File: src/rtl/cpu_pkg.sv
// Shared widths and fetch FSM state encoding for the CPU front-end slice.
package cpu_pkg;

  localparam int unsigned PC_W    = 4;
  localparam int unsigned INSTR_W = 9;
  localparam int unsigned CNT_W   = 8;

  localparam logic [1:0] S_IDLE  = 2'd0;
  localparam logic [1:0] S_FETCH = 2'd1;
  localparam logic [1:0] S_DRAIN = 2'd2;

endpackage

File: src/rtl/fetch_out_stage.sv
// Single-entry valid/ready register between the fetch PC and decode.
module fetch_out_stage #(
  parameter int unsigned PC_W    = cpu_pkg::PC_W,
  parameter int unsigned INSTR_W = cpu_pkg::INSTR_W
) (
  input  logic               clk,
  input  logic               rst,
  input  logic               load,
  input  logic               flush,
  input  logic               ready,
  input  logic [INSTR_W-1:0] d_instr,
  input  logic [PC_W-1:0]    d_pc,
  output logic               valid,
  output logic [INSTR_W-1:0] instr,
  output logic [PC_W-1:0]    pc
);

  // Flush beats load; without load the entry holds until decode takes it.
  always_ff @(posedge clk) begin
    if (rst) begin
      valid <= 1'b0;
      instr <= '0;
      pc    <= '0;
    end else if (flush) begin
      valid <= 1'b0;
    end else if (load) begin
      valid <= 1'b1;
      instr <= d_instr;
      pc    <= d_pc;
    end else if (valid && ready) begin
      valid <= 1'b0;
    end
  end

endmodule

File: src/rtl/fetch_sequencer.sv
// Owns the fetch PC and run-control FSM; feeds ROM data into the output stage.
module fetch_sequencer
  import cpu_pkg::*;
#(
  parameter int unsigned     PC_W    = cpu_pkg::PC_W,
  parameter int unsigned     INSTR_W = cpu_pkg::INSTR_W,
  parameter logic [PC_W-1:0] LAST_PC = '1,
  parameter bit              WRAP    = 1'b0,
  parameter int unsigned     CNT_W   = cpu_pkg::CNT_W
) (
  input  logic               clk,
  input  logic               rst,
  input  logic               start,
  input  logic               halt_req,
  input  logic               redirect_valid,
  input  logic [PC_W-1:0]    redirect_pc,
  output logic [PC_W-1:0]    pc_addr,
  input  logic [INSTR_W-1:0] instr_in,
  output logic               out_valid,
  input  logic               out_ready,
  output logic [INSTR_W-1:0] out_instr,
  output logic [PC_W-1:0]    out_pc,
  output logic               busy,
  output logic               done,
  output logic [CNT_W-1:0]   fetch_count
);

  logic [1:0]      state, state_n;
  logic [PC_W-1:0] pc, pc_n;
  logic            slot_free, issue, flush, accept, cnt_clr, done_n, busy_n;

  assign slot_free = !out_valid || out_ready;
  assign accept    = out_valid && out_ready && !flush;
  assign pc_addr   = pc;

  fetch_out_stage #(
    .PC_W   (PC_W),
    .INSTR_W(INSTR_W)
  ) u_out (
    .clk    (clk),
    .rst    (rst),
    .load   (issue),
    .flush  (flush),
    .ready  (out_ready),
    .d_instr(instr_in),
    .d_pc   (pc),
    .valid  (out_valid),
    .instr  (out_instr),
    .pc     (out_pc)
  );

  // Next state: redirect > halt > issue; PC returns to 0 whenever IDLE is entered.
  always_comb begin
    state_n = state;
    pc_n    = pc;
    issue   = 1'b0;
    flush   = 1'b0;
    cnt_clr = 1'b0;
    done_n  = 1'b0;
    case (state)
      S_IDLE: begin
        if (start) begin
          state_n = S_FETCH;
          cnt_clr = 1'b1;
        end
      end
      S_FETCH: begin
        if (redirect_valid) begin
          flush = 1'b1;
          pc_n  = redirect_pc;
        end else if (halt_req) begin
          state_n = S_DRAIN;
        end else if (slot_free) begin
          issue = 1'b1;
          if (pc == LAST_PC) begin
            if (WRAP) pc_n = '0;
            else      state_n = S_DRAIN;
          end else begin
            pc_n = pc + PC_W'(1);
          end
        end
      end
      S_DRAIN: begin
        if (redirect_valid) begin
          flush   = 1'b1;
          pc_n    = redirect_pc;
          state_n = S_FETCH;
        end else if (slot_free) begin
          state_n = S_IDLE;
          pc_n    = '0;
          done_n  = 1'b1;
        end
      end
      default: begin
        state_n = S_IDLE;
        pc_n    = '0;
      end
    endcase
    busy_n = (state_n != S_IDLE);
  end

  always_ff @(posedge clk) begin
    if (rst) begin
      state       <= S_IDLE;
      pc          <= '0;
      done        <= 1'b0;
      busy        <= 1'b0;
      fetch_count <= '0;
    end else begin
      state <= state_n;
      pc    <= pc_n;
      done  <= done_n;
      busy  <= busy_n;
      if (cnt_clr)
        fetch_count <= '0;
      else if (accept && (fetch_count != '1))
        fetch_count <= fetch_count + CNT_W'(1);
    end
  end

endmodule

File: config.mk
export PLATFORM = sky130hd
export DESIGN_NAME = fetch_sequencer
export DESIGN_NICKNAME = d
export VERILOG_FILES = /design/src/rtl/cpu_pkg.sv /design/src/rtl/fetch_out_stage.sv /design/src/rtl/fetch_sequencer.sv
export SDC_FILE = /design/constraint.sdc
export NUM_CORES = 1
export LEC_CHECK = 0
export BUFFER_PORTS_ARGS = -buffer_cell sky130_fd_sc_hd__buf_2
export CAP_MARGIN = 10
export CORE_MARGIN = 10
export CORE_UTILIZATION = 46
export DETAILED_ROUTE_END_ITERATION = 6
export GPL_TIMING_DRIVEN = 0
export HOLD_SLACK_MARGIN = 0.15
export PLACE_DENSITY = 0.73
export SYNTH_ARGS = -nofsm -noshare
export SYNTH_HDL_FRONTEND = slang
export SYNTH_SLANG_ARGS = --single-unit
File: constraint.sdc
create_clock -name clk -period 4.9 [get_ports clk]
set_input_delay 1.225 -clock clk [delete_from_list [all_inputs] [get_ports clk]]
set_output_delay 1.225 -clock clk [all_outputs]
set_load 0.02 [all_outputs]
**Word level (Yosys, flattened, before mapping)**

Cells that the tools add are included.

- Input port bits: 19
- Register bits after elaboration: 30

- Reduce and logical (&&, ||, !) cells: 15
- $add $sub $neg: 2
- Bitwise logic cells: 3
- Mux-type cells: 25
- Eq/ne operators: 8

Operators with widths:

| cell | number |
|---|---|
| 4-bit two-way mux | 6 |
| 2-bit two-way mux | 7 |
| 3-bit != test, second input constant | 4 |
| 4-bit case mux with 3 select lines | 1 |
| 1-bit two-way mux | 10 |
| 8-bit by 1-bit adder with 8-bit output, second input constant | 1 |
| 8-bit != test, second input constant | 1 |
| 2-bit case mux with 3 select lines | 1 |
| 2-bit OR reduction | 3 |
| 5-bit AND reduction | 1 |
| 4-bit by 1-bit adder with 4-bit output, second input constant | 1 |
| 4-bit equality test, second input constant | 1 |
| 2-bit nonzero test | 2 |
| 1-bit logical AND | 3 |
| 1-bit inverter | 3 |
| 3-bit OR reduction | 1 |
| 2-bit by 1-bit equality test with 1-bit output, second input constant | 1 |
| 2-bit equality test, second input constant | 1 |
| 1-bit zero test | 2 |
| 2-bit zero test | 1 |
| 2-bit AND reduction | 1 |
| 1-bit logical OR | 1 |

**Longest topological paths before layout**

- Word-level depth: 7
- Depth in mapped cells: 7
- Mapped depth without buffers: 6

**Cells and area by module**

From an unflattened synthesis, not the netlist that was laid out.

- Cell total of the unflattened synthesis: 176
- Area total of the unflattened synthesis: 1627.8 µm²

Modules (own cells, without submodules):

| module | cells an instance | area an instance (µm²) | seq. area each (µm²) | instances |
|---|---|---|---|---|
| fetch_sequencer | 114 | 993.5 | 320.3 | 1 |
| fetch_out_stage | 62 | 634.4 | 280.3 | 1 |

**Least setup slack after synthesis**

No wires, ideal clock.

- Path type: input -> register
- From: input redirect_valid
- To: register u_out.pc[3]
- Slack: 2585 ps
- Stages: 6
- Arrival time: 2188 ps
- Buffers on the path: 2
- Path through: buf_2 -> nand2b_4 -> nor3_4 -> buf_6 -> mux2i_1 -> nor2_1

- Cells in the longest elaborated chain, start to end: 4
- Elaborated cells between the ends (all ways): 6
- Those cells by class: mux (4); bitwise (1); reduce/logical (1)

Ends and longest elaborated chain:

| item | line | RTL |
|---|---|---|
| start: declaration | fetch_sequencer.sv:15 | `input logic redirect_valid,` |
| 1-bit two-way mux | fetch_sequencer.sv:68, fetch_sequencer.sv:84 |  |
| 1-bit two-way mux | n/a |  |
| 1-bit inverter (no source line) | n/a |  |
| 2-bit AND reduction (no source line) (*) | n/a |  |
| end signal: assignment | fetch_out_stage.sv:29 | `pc <= d_pc;` |
| end: declaration | fetch_out_stage.sv:15 | `output logic [PC_W-1:0] pc` |

Mark *: on every way between the ends. The rest lies on a longest branch, timed or not.
A chain may end at the register's enable or synchronous reset.

**Final worst setup path**

- From: input redirect_valid
- To: register u_out.instr[4]

- Cells in the longest elaborated chain, start to end: 4
- Elaborated cells between the ends (all ways): 6
- Those cells by class: mux (4); bitwise (1); reduce/logical (1)

Ends and longest elaborated chain:

| item | line | RTL |
|---|---|---|
| 1-bit two-way mux | fetch_sequencer.sv:68, fetch_sequencer.sv:84 |  |
| 1-bit two-way mux | n/a |  |
| 1-bit inverter (no source line) | n/a |  |
| 2-bit AND reduction (no source line) (*) | n/a |  |
| end signal: assignment | fetch_out_stage.sv:28 | `instr <= d_instr;` |
| end: declaration | fetch_out_stage.sv:14 | `output logic [INSTR_W-1:0] instr,` |

Marked as above.

==> impl_metrics.yaml <==
worst_setup_path:
  cp.required_ns: 5.11
  cp.arrival_ns: 2.49
  worstReg2RegStart: "state[0]"
  path_class: "primary input to register"
  crit_path_start_kind: "primary input"
  cp_max_fo: 10
  reg2reg_depth: 7
  timing.rr.end: "fetch_count[5]"
  endpoint_kind: "register"
  r2r_slack_ns: 2.96
power_and_ir_drop:
  swShare_pct: 27.3
  p_switching_mw: 0.123
  comb_power_share_pct: 14.3
  power_density_nw_per_um2: 246
  p_leak_nw: 0.789
  power_frac_seq_pct: 56.0
  power.internal_mw: 0.328
  vdd_drop_max_v: 0.000164
  p_clk_share_pct: 29.7
global_route:
  grt_pass1_vias: 1355
  antenna_found_initial: 0
  grt_use_total_pct: 13.0
  gr-total-overflow: 0
  grt_pass1_wl_um: 6380
  grt_max_degree: 11
timing:
  rsz0062_at_grt: "false"
  finalSetupTns_ns: 0
  worst_slew_pin_slew_ns: 0.398
  report.final.slew_viol_count: 0
  final-setup-viol-count: 0
  finalCritPeriodShare_pct: 46.5
  timing.fmax_mhz: 439
  layout_min_cycle_time_ns: 2.28
  hold_viol: 0
  slew_headroom_pct: 73.4
  fin_skew_ns: 0.00742
clocking:
  cts_buffer_depth: 2
  clock_latency_ns: 0.33
  cts_tree: "yes"
  cts_root_buf: "clkbuf_4"
  cts_resized: 0
  clkTransAtPathRegs_ns: 0.09
  cts_setup_buffers: 0
  htree_levels: 2
  cts_made_buffers: 5
  numClockSinks: 30
  cts_hold_buf: 0
cells_and_area:
  final_common_cell: "buf_2"
  final_util_pct: 59.5
  final_layout_size_suffix_gt1_share_pct: 31.4
  stdcell_area_um2: 1830
  syn_to_final_growth_pct: 22.2
  n_antenna_cell: 0
  final_cell_mix: "buf_2, dfxtp_1, nor2_1, mux2i_1, nand2_1"
  layout.nets: 235
synthesis:
  synth.area.mux_share_pct: 11.4
  synth_cell_type_count: 44
  synth_cells: 157
  yosysSeqAreaShare_pct: 40.1
  syn_nets: 182
  ys_ff_latch: 30
  synth_edf_count: 0
  synthFlopType: "dfxtp_1"
  ys.warnings.count: 0
  synthSimpleGateAreaFrac_pct: 22.2
  async_flop_share_pct: 0
  synth_adder_area_share_pct: 5.01
  synthXorXnorAreaFrac_pct: 1.75
  syn_area_per_cell_um2: 9.55
  synth_top_family_by_area: "simple AND/OR/NAND/NOR gates"
  synth-compound-area-share_pct: 15.4
  netlist_area_um2: 1500
floorplanning:
  ios: 47
  die-area_um2: 5940
  core_area_um2: 3080
  die_w_um: 77.1
  initial_core_util_pct: 48.7
  die_h_um: 77.1
  num_rows: 20
worst_hold_path:
  hold_end: "u_out.instr[0]"
  hold_start: "u_out.instr[0]"
  hold_class: "register to register"
  hold_depth: 2
drt:
  vias: 1359
  drt-vias-per-instance: 5.35
  wl_um: 3760
  initialDrtViolationCount: 64
  drc_errors: 0
  antenna_left: 0
  first_pass_iters: 4
  routedWlPerCell_um: 14.8
placed_design:
  hpwl_um: 3030
  io_buffers: 46
  place_congestion: 0.888
  place_area_um2: 1780
status:
  outcome: "finished, final reports clean"
run:
  cap_violations: 0
## metrics by stage
step           hold WS, ns  power, mW  instances  setup WS (ns)
3_3_place_gp         0.469      0.320        247           2.33
5_1_grt              0.534      0.475        254           2.54
2_1_floorplan        0.563      0.300        157           2.58
6_report             0.499      0.451        254           2.62
3_5_place_dp         0.483      0.323        247           2.25
4_1_cts              0.505      0.456        254           2.60
## per-layer routing
| metal | wire [um] | GRT usage (%) |
|---|---|---|
| met3 | 250 | 6.18 |
| met5 | 0 | 0 |
| met1 | 1570 | 13.5 |
| met2 | 1900 | 22.6 |
| met4 | 43 | 4.01 |
## worst max path at each step
stage                         from             end  slack [ns]  cells past startpoint
floorplan           redirect_valid     u_out.pc[3]        2.58                      6
global placement    redirect_valid  u_out.instr[7]        2.33                      7
detailed placement  redirect_valid  u_out.instr[4]        2.25                      7
CTS                 redirect_valid  u_out.instr[4]        2.60                      7
global route        redirect_valid  u_out.instr[3]        2.54                      7
finish              redirect_valid  u_out.instr[4]        2.62                      7
## flip-flops by register name (all words and copies together) (netlist names)
name / flops
fetch_count: 8
pc_addr: 4
busy: 1
state: 2
u_out.valid: 1
done: 1
u_out.instr: 9
u_out.pc: 4
## kinds of logic after synthesis
group | Yosys count
and+or+nand+nor | 60
AOI/OAI and AO/OA | 31
DFF | 30
muxes | 17
buffers and inverters | 10
adders and majority gates | 6
xor gates and xnor gates | 3
## synth_stat cells (2+ instances only)
library cell  count  area [um^2]
buf_6             2         22.5
xnor2_1           2         17.5
o31ai_1           3         22.5
o211ai_1          2         15.0
inv_1             5         18.8
or4_1             3         22.5
ha_1              6         75.1
o21ai_0           6         30.0
nor2b_1           3         18.8
dfxtp_1          30          601
nor2_1           19         71.3
or3_1             3         18.8
mux2i_1          17          170
nand2_1          10         37.5
and3_1            2         12.5
nand2b_1          4         25.0
nand3_1           6         30.0
a32o_1            2         20.0
a21oi_1           7         35.0
## cell type report
type | instances | area [um^2]
flip-flops and latches | 30 | 601
well taps | 44 | 55.1
inverters | 5 | 18.8
clock inverters | 2 | 10.0
plain buffers | 5 | 45.0
multi-input cells | 117 | 835
clock buffers | 5 | 37.5
fillers | 299 | 1250
repair buffers | 46 | 230
## power by group through the flow
stage	Sequential [mW]	Clock, mW	Combinational [mW]
after floorplan	0.262	0	0.0380
after global placement	0.258	0	0.0624
after detailed placement	0.258	0	0.0645
after CTS	0.253	0.139	0.0646
after global routing	0.253	0.151	0.0708
final	0.253	0.134	0.0644
## worst max-delay path, cell delays in order
cell and delay [ns]:
buf_2 0.12, buf_2 0.18, nand2b_4 0.17, nor3_4 0.30
buf_6 0.22, mux2i_1 0.21, nor2_1 0.06
(Power assumes the default switching activity.)
